===== src/rtl/store_buffer_if.sv =====
// Core/dcache-facing bundle of the store buffer: store issue,
// load forwarding lookup, and the dcache write port.
interface store_buffer_if;
  logic        st_valid;
  logic        st_ready;
  logic [29:0] st_addr;
  logic [63:0] st_data;
  logic [7:0]  st_mask;

  logic [29:0] ld_addr;
  logic [63:0] ld_data;
  logic [7:0]  ld_mask;
  logic        ld_hit;

  logic        wr_valid;
  logic        wr_ready;
  logic [29:0] wr_addr;
  logic [63:0] wr_data;
  logic [7:0]  wr_mask;

  modport slave (
    input  st_valid, st_addr, st_data, st_mask,
    input  ld_addr,
    input  wr_ready,
    output st_ready,
    output ld_data, ld_mask, ld_hit,
    output wr_valid, wr_addr, wr_data, wr_mask
  );

  modport master (
    output st_valid, st_addr, st_data, st_mask,
    output ld_addr,
    output wr_ready,
    input  st_ready,
    input  ld_data, ld_mask, ld_hit,
    input  wr_valid, wr_addr, wr_data, wr_mask
  );
endinterface


===== src/rtl/store_buffer.sv =====
// Posted-write store buffer: in-order FIFO to the dcache with
// youngest-wins byte forwarding to loads.
module store_buffer #(
  parameter int DEPTH = 4,
  parameter int CNT_W = $clog2(DEPTH) + 1
) (
  input  logic             clk,
  input  logic             reset,
  store_buffer_if.slave    sb,
  output logic [CNT_W-1:0] count,
  output logic             empty
);

  localparam int PW = $clog2(DEPTH);

  typedef struct packed {
    logic [29:0] addr;
    logic [63:0] data;
    logic [7:0]  mask;
  } entry_t;

  entry_t           mem_q [DEPTH];
  logic [DEPTH-1:0] valid_q, valid_d;
  logic [PW-1:0]    head_q, head_d;
  logic [PW-1:0]    tail_q, tail_d;
  logic [CNT_W-1:0] count_q, count_d;

  logic enq, deq;

  assign enq = sb.st_valid && sb.st_ready;
  assign deq = sb.wr_valid && sb.wr_ready;

  // st_ready looks only at registered occupancy, never at wr_ready
  assign sb.st_ready = (count_q != CNT_W'(DEPTH));
  assign sb.wr_valid = (count_q != '0);
  assign sb.wr_addr  = mem_q[head_q].addr;
  assign sb.wr_data  = mem_q[head_q].data;
  assign sb.wr_mask  = mem_q[head_q].mask;

  assign count = count_q;
  assign empty = (count_q == '0);

  always_comb begin
    head_d  = head_q;
    tail_d  = tail_q;
    count_d = count_q;
    valid_d = valid_q;
    if (enq) begin
      valid_d[tail_q] = 1'b1;
      tail_d          = tail_q + PW'(1);
    end
    if (deq) begin
      valid_d[head_q] = 1'b0;
      head_d          = head_q + PW'(1);
    end
    unique case ({enq, deq})
      2'b10:   count_d = count_q + CNT_W'(1);
      2'b01:   count_d = count_q - CNT_W'(1);
      default: count_d = count_q;
    endcase
  end

  always_ff @(posedge clk) begin
    if (reset) begin
      head_q  <= '0;
      tail_q  <= '0;
      count_q <= '0;
      valid_q <= '0;
    end else begin
      head_q  <= head_d;
      tail_q  <= tail_d;
      count_q <= count_d;
      valid_q <= valid_d;
    end
  end

  always_ff @(posedge clk) begin
    if (!reset && enq) begin
      mem_q[tail_q] <= '{addr: sb.st_addr,
                         data: sb.st_data,
                         mask: sb.st_mask};
    end
  end

  logic [PW-1:0] idx;
  logic [63:0]   fwd_data;
  logic [7:0]    fwd_mask;

  // Walk oldest to youngest from head so later matches overwrite
  // earlier ones; the pointer arithmetic handles wrap.
  always_comb begin
    fwd_data = '0;
    fwd_mask = '0;
    idx      = head_q;
    for (int k = 0; k < DEPTH; k++) begin
      idx = head_q + PW'(k);
      if (valid_q[idx] && mem_q[idx].addr == sb.ld_addr) begin
        for (int b = 0; b < 8; b++) begin
          if (mem_q[idx].mask[b]) begin
            fwd_mask[b]        = 1'b1;
            fwd_data[8*b +: 8] = mem_q[idx].data[8*b +: 8];
          end
        end
      end
    end
  end

  assign sb.ld_data = fwd_data;
  assign sb.ld_mask = fwd_mask;
  assign sb.ld_hit  = |fwd_mask;

endmodule


===== src/flat_wrapper.sv =====
// flat-port wrapper written by rule: the top's interface ports become plain ports
module store_buffer_flat 
#(
  parameter int DEPTH = 4,
  parameter int CNT_W = $clog2(DEPTH) + 1
)
  (clk, reset, count, empty, sb_st_valid, sb_st_addr, sb_st_data, sb_st_mask, sb_ld_addr, sb_wr_ready, sb_st_ready, sb_ld_data, sb_ld_mask, sb_ld_hit, sb_wr_valid, sb_wr_addr, sb_wr_data, sb_wr_mask);
  store_buffer_if sb_i ();
  input  logic clk;
  input  logic reset;
  output logic [CNT_W-1:0] count;
  output logic empty;
  input wire logic [$bits(sb_i.st_valid)-1:0] sb_st_valid;
  input wire logic [$bits(sb_i.st_addr)-1:0] sb_st_addr;
  input wire logic [$bits(sb_i.st_data)-1:0] sb_st_data;
  input wire logic [$bits(sb_i.st_mask)-1:0] sb_st_mask;
  input wire logic [$bits(sb_i.ld_addr)-1:0] sb_ld_addr;
  input wire logic [$bits(sb_i.wr_ready)-1:0] sb_wr_ready;
  output wire logic [$bits(sb_i.st_ready)-1:0] sb_st_ready;
  output wire logic [$bits(sb_i.ld_data)-1:0] sb_ld_data;
  output wire logic [$bits(sb_i.ld_mask)-1:0] sb_ld_mask;
  output wire logic [$bits(sb_i.ld_hit)-1:0] sb_ld_hit;
  output wire logic [$bits(sb_i.wr_valid)-1:0] sb_wr_valid;
  output wire logic [$bits(sb_i.wr_addr)-1:0] sb_wr_addr;
  output wire logic [$bits(sb_i.wr_data)-1:0] sb_wr_data;
  output wire logic [$bits(sb_i.wr_mask)-1:0] sb_wr_mask;
  assign sb_i.st_valid = sb_st_valid;
  assign sb_i.st_addr = sb_st_addr;
  assign sb_i.st_data = sb_st_data;
  assign sb_i.st_mask = sb_st_mask;
  assign sb_i.ld_addr = sb_ld_addr;
  assign sb_i.wr_ready = sb_wr_ready;
  assign sb_st_ready = sb_i.st_ready;
  assign sb_ld_data = sb_i.ld_data;
  assign sb_ld_mask = sb_i.ld_mask;
  assign sb_ld_hit = sb_i.ld_hit;
  assign sb_wr_valid = sb_i.wr_valid;
  assign sb_wr_addr = sb_i.wr_addr;
  assign sb_wr_data = sb_i.wr_data;
  assign sb_wr_mask = sb_i.wr_mask;
  store_buffer #(.DEPTH(DEPTH), .CNT_W(CNT_W)) u_core (.clk(clk), .reset(reset), .sb(sb_i), .count(count), .empty(empty));
endmodule

===== config.mk =====
export PLATFORM = sky130hd
export DESIGN_NAME = store_buffer_flat
export DESIGN_NICKNAME = d
export VERILOG_FILES = /design/src/rtl/store_buffer_if.sv /design/src/rtl/store_buffer.sv /design/src/flat_wrapper.sv
export SDC_FILE = /design/constraint.sdc
export NUM_CORES = 1
export LEC_CHECK = 0
export BUFFER_PORTS_ARGS = -buffer_cell sky130_fd_sc_hd__buf_2
export CAP_MARGIN = 20
export CORE_MARGIN = 2
export CORE_UTILIZATION = 40
export DETAILED_ROUTE_END_ITERATION = 8
export GPL_TIMING_DRIVEN = 0
export SYNTH_ARGS = -nofsm -noshare
export SYNTH_HDL_FRONTEND = slang
export SYNTH_SLANG_ARGS = --single-unit

===== constraint.sdc =====
create_clock -name clk -period 8.8 [get_ports clk]
set_input_delay 0.44 -clock clk [delete_from_list [all_inputs] [get_ports clk]]
set_output_delay 0.44 -clock clk [all_outputs]
set_load 0.005 [all_outputs]

==> flow_metrics.py <==
metrics = {
    "run_status": {
        "status": "finished clean",
    },
    "layout": {
        "nets": 2563,
        "drive_above_1_share_pct": 31.71,
        "stdcell_count": 3328,
        "syn_to_final_growth_pct": 16.67,
        "fin_area_mm2": 0.03111,
        "fin_util_pct": 47.23,
        "n_fill_cell": 5919,
    },
    "clock_tree": {
        "cts_made_buffers": 49,
        "root_buffer": "clkbuf_16",
        "cts.sinks": 421,
        "cts_tree": "yes",
        "cts_buffer_depth": 3,
        "cts-htree-levels": 2,
        "post_cts_resized": 0,
        "cts_setup_buffers": 0,
        "insertion_delay_ns": 0.61,
        "clkTransAtPathRegs_ns": 0.06,
        "hold_buffers": 0,
    },
    "critical_path": {
        "critical_path_class": "flip-flop to primary output",
        "critPathCaptureType": "primary output",
        "cp-startpoint": "u_core.head_q[1]",
        "ff2ff_path_depth": 15,
        "crit_cells": 19,
        "arrival_ns": 7.93,
        "rr_endpoint": "u_core.head_q[1]",
        "crit-reg2reg-launch": "u_core.head_q[1]",
        "max_stage_delay_ns": 0.73,
        "crit_top_cell": "buf_2",
        "path_cells": "buf_2, buf_2, inv_2, buf_1, ha_1, buf_2, clkbuf_1, mux4_2, xnor2_1, nand2_1, nor4_1, nand4b_1, clkbuf_1, clkbuf_1, buf_1, o22ai_1, nor4_1, nand4_1, buf_2",
        "cp.buffers_inverters": 10,
        "startpoint_type": "flip-flop",
        "cp_max_fo": 11,
        "crit_slowest_cell": "clkbuf_1",
        "cp-endpoint": "sb_ld_hit",
        "crit_required_ns": 8.36,
        "crit_family": "buffers and inverters",
        "rrSetupSlack_ns": 2.38,
    },
    "pwr": {
        "power_density_mw_per_mm2": 275.9,
        "pwr-share-clk_pct": 23.7,
        "p_leak_nw": 10.17,
        "peakVddDrop_v": 0.0001796,
        "finalPower_mw": 8.582,
        "p_seq_share_pct": 28.1,
        "internal_power_mw": 5.124,
        "p_switching_mw": 3.458,
        "p_sw_share_pct": 40.30,
        "p_comb_share_pct": 48.2,
    },
    "die": {
        "fp.dieH_um": 262.2,
        "die_w_um": 262.2,
        "start_util_pct": 40.48,
        "ios": 317,
        "die_area_mm2": 0.06874,
        "core_region_area_mm2": 0.06586,
        "rows": 94,
    },
    "global_route": {
        "grt_max_degree": 51,
        "grt_pass1_wl_um": 147700,
        "antenna_found_initial": 18,
        "grt_pass1_vias": 21700,
        "overflow": 0,
        "grt_usage_pct": 29.37,
    },
    "placement": {
        "dp_hpwl_um": 74450,
        "gp_congestion": 0.9424,
        "io_buffers": 297,
        "dpl_cell_area_mm2": 0.02948,
        "pre_cts_slack_ns": 1.427,
        "dp_cells": 3229,
    },
    "synth": {
        "yosys-top-cells-area": "edfxtp_1 46%, mux4_2 16%, mux2i_1 7.5%",
        "yosysSeqAreaShare_pct": 46.92,
        "yosysUniqueCellTypes": 74,
        "syn-num-nets": 2204,
        "synth_area_per_cell_um2": 12.96,
        "yosysWarnings": 0,
        "syn-cell-area_mm2": 0.02666,
        "ys_ff_latch": 421,
        "synth_cells": 2058,
        "synth_top_cell_by_area": "edfxtp_1",
        "async_flop_share_pct": 0,
        "synthFlopType": "edfxtp_1",
        "synth_edf_count": 408,
        "synth_top_area_share_pct": 45.95,
    },
    "min_path": {
        "min_path_type": "primary input to flip-flop",
    },
    "sta": {
        "finalCritPeriodShare_pct": 95.17,
        "postLayoutSetupSlackWorst_ns": 0.4252,
        "holdWs_ns": 0.02885,
        "relSlewSlack_pct": 19.91,
        "drv_slew": 0,
        "setup-violations-final": 0,
        "clock_skew_ns": 0.03139,
        "min_period_ns": 8.375,
        "tightest_slew_ns": 1.197,
        "hold_violations": 0,
        "fmax_ghz": 0.1194,
        "rsz0062_at_grt": "false",
        "tns_ns": 0,
    },
    "route": {
        "drc": 0,
        "ant_nets": 0,
        "drt-initial-drc-count": 2625,
        "via_per_inst": 6.609,
        "vias": 22000,
        "firstDrtPassIters": 6,
        "wl_per_cell_um": 31.05,
        "totalWireLength_um": 103300,
    },
    "flow_run": {
        "drv_cap": 0,
    },
}
[worst register-to-register path: stages (launching register included)]
cell	delay [ns]
dfxtp_1	0.37
buf_2	0.33
buf_2	0.40
inv_2	0.21
buf_1	0.40
ha_1	0.46
buf_2	0.35
buf_2	0.47
buf_2	0.34
buf_1	0.51
buf_2	0.35
buf_1	0.49
clkbuf_1	0.66
buf_1	0.70
a21oi_1	0.15
nor2_1	0.15
[sequential cells by signal (all words and copies together), names as in the netlist, named ones only]
name	count
u_core.tail_q	2
u_core.valid_q	4
u_core.mem_q	408
u_core.head_q	2
u_core.count	3
[power groups by stage]
stage	Sequential (mW)	Combinational (mW)	Clock, mW
2_1_floorplan	2.43	2.68	0
3_3_place_gp	2.47	3.99	0
3_5_place_dp	2.45	4.05	0
4_1_cts	2.41	4.07	2.07
5_1_grt	2.42	4.34	2.14
6_report	2.41	4.13	2.04
[synth_stat cells, drive strengths merged (25+ instances only)]
| master | n |
|---|---|
| a21oi | 84 |
| o211ai | 65 |
| edfxtp | 408 |
| nand2 | 84 |
| nor3 | 59 |
| nand4 | 35 |
| buf | 100 |
| inv | 26 |
| xnor2 | 69 |
| mux4 | 193 |
| o21ai | 25 |
| or2 | 25 |
| clkbuf | 72 |
| mux2 | 81 |
| a311oi | 46 |
| nor2 | 159 |
| mux2i | 203 |
| nand3 | 77 |
| o22ai | 49 |
[cell families (layout without fill, tap and decap cells)]
group                    after synthesis  in the layout  synth area share, %
AND/OR/NAND/NOR                      490            490                8.869
buffers and inverters                198            597                3.529
flip-flops                           421            421                46.92
AO/OA/AOI/OAI                        370            370                9.756
adder cells (fa/ha/maj)               10             10               0.4974
multiplexers                         477            477                27.40
other                                  0              7                    0
XOR/XNOR                              92             92                3.022
[cell type report]
type | instances | area, um^2 | area share, %
timing repair buffer | 308 | 1723 | 5.538
antenna | 7 | 17.52 | 0.05631
sequential | 421 | 12510 | 40.22
clock inverter | 35 | 335.3 | 1.078
tap | 864 | 1081 | 3.475
inverter | 26 | 97.59 | 0.3137
buffer | 172 | 843.3 | 2.711
clock buffer | 56 | 1262 | 4.058
multi-input combinational | 1439 | 13240 | 42.55
[placed cells by master, fill, tap and decap left out, types with 8 or more instances in the layout]
master / count
edfxtp_1: 408
buf_2: 351
mux2i_1: 201
mux4_2: 193
nor2_1: 151
a21oi_1: 84
nand2_1: 84
mux2_2: 81
clkbuf_1: 78
nand3_1: 77
xnor2_1: 69
o211ai_1: 65
nor3_1: 59
o22ai_1: 49
clkbuf_16: 49
a311oi_1: 46
nand4_1: 34
buf_1: 27
inv_1: 25
o21ai_0: 24
xor2_1: 23
or2_2: 23
a31oi_1: 19
nor4_1: 13
dfxtp_1: 13
buf_6: 12
clkinv_2: 11
o2111ai_1: 9
ha_1: 9
buf_4: 8
a221oi_1: 8
[how the worst min path moves through the flow]
stage	startpoint	end	slack, ns	depth (start not counted)
6_report	sb_st_data[50]	u_core.mem_q[2][58]	0.03	1
2_1_floorplan	u_core.tail_q[1]	u_core.tail_q[1]	0.47	2
3_3_place_gp	u_core.tail_q[1]	u_core.tail_q[1]	0.48	2
4_1_cts	sb_st_data[15]	u_core.mem_q[0][23]	0.002	1
3_5_place_dp	u_core.tail_q[1]	u_core.tail_q[1]	0.50	2
5_1_grt	sb_st_data[30]	u_core.mem_q[0][38]	0.02	1
[per-layer routing]
layer	vias to the layer above	share of wire, %	track usage, %
met4	18	3.8	11.13
met3	249	9.6	5.970
met1	11190	39	39.10
met2	1442	47	47.45
li1	9093	-	-
met5	-	0.12	0
No activity file was read; power rests on OpenSTA's default activity.
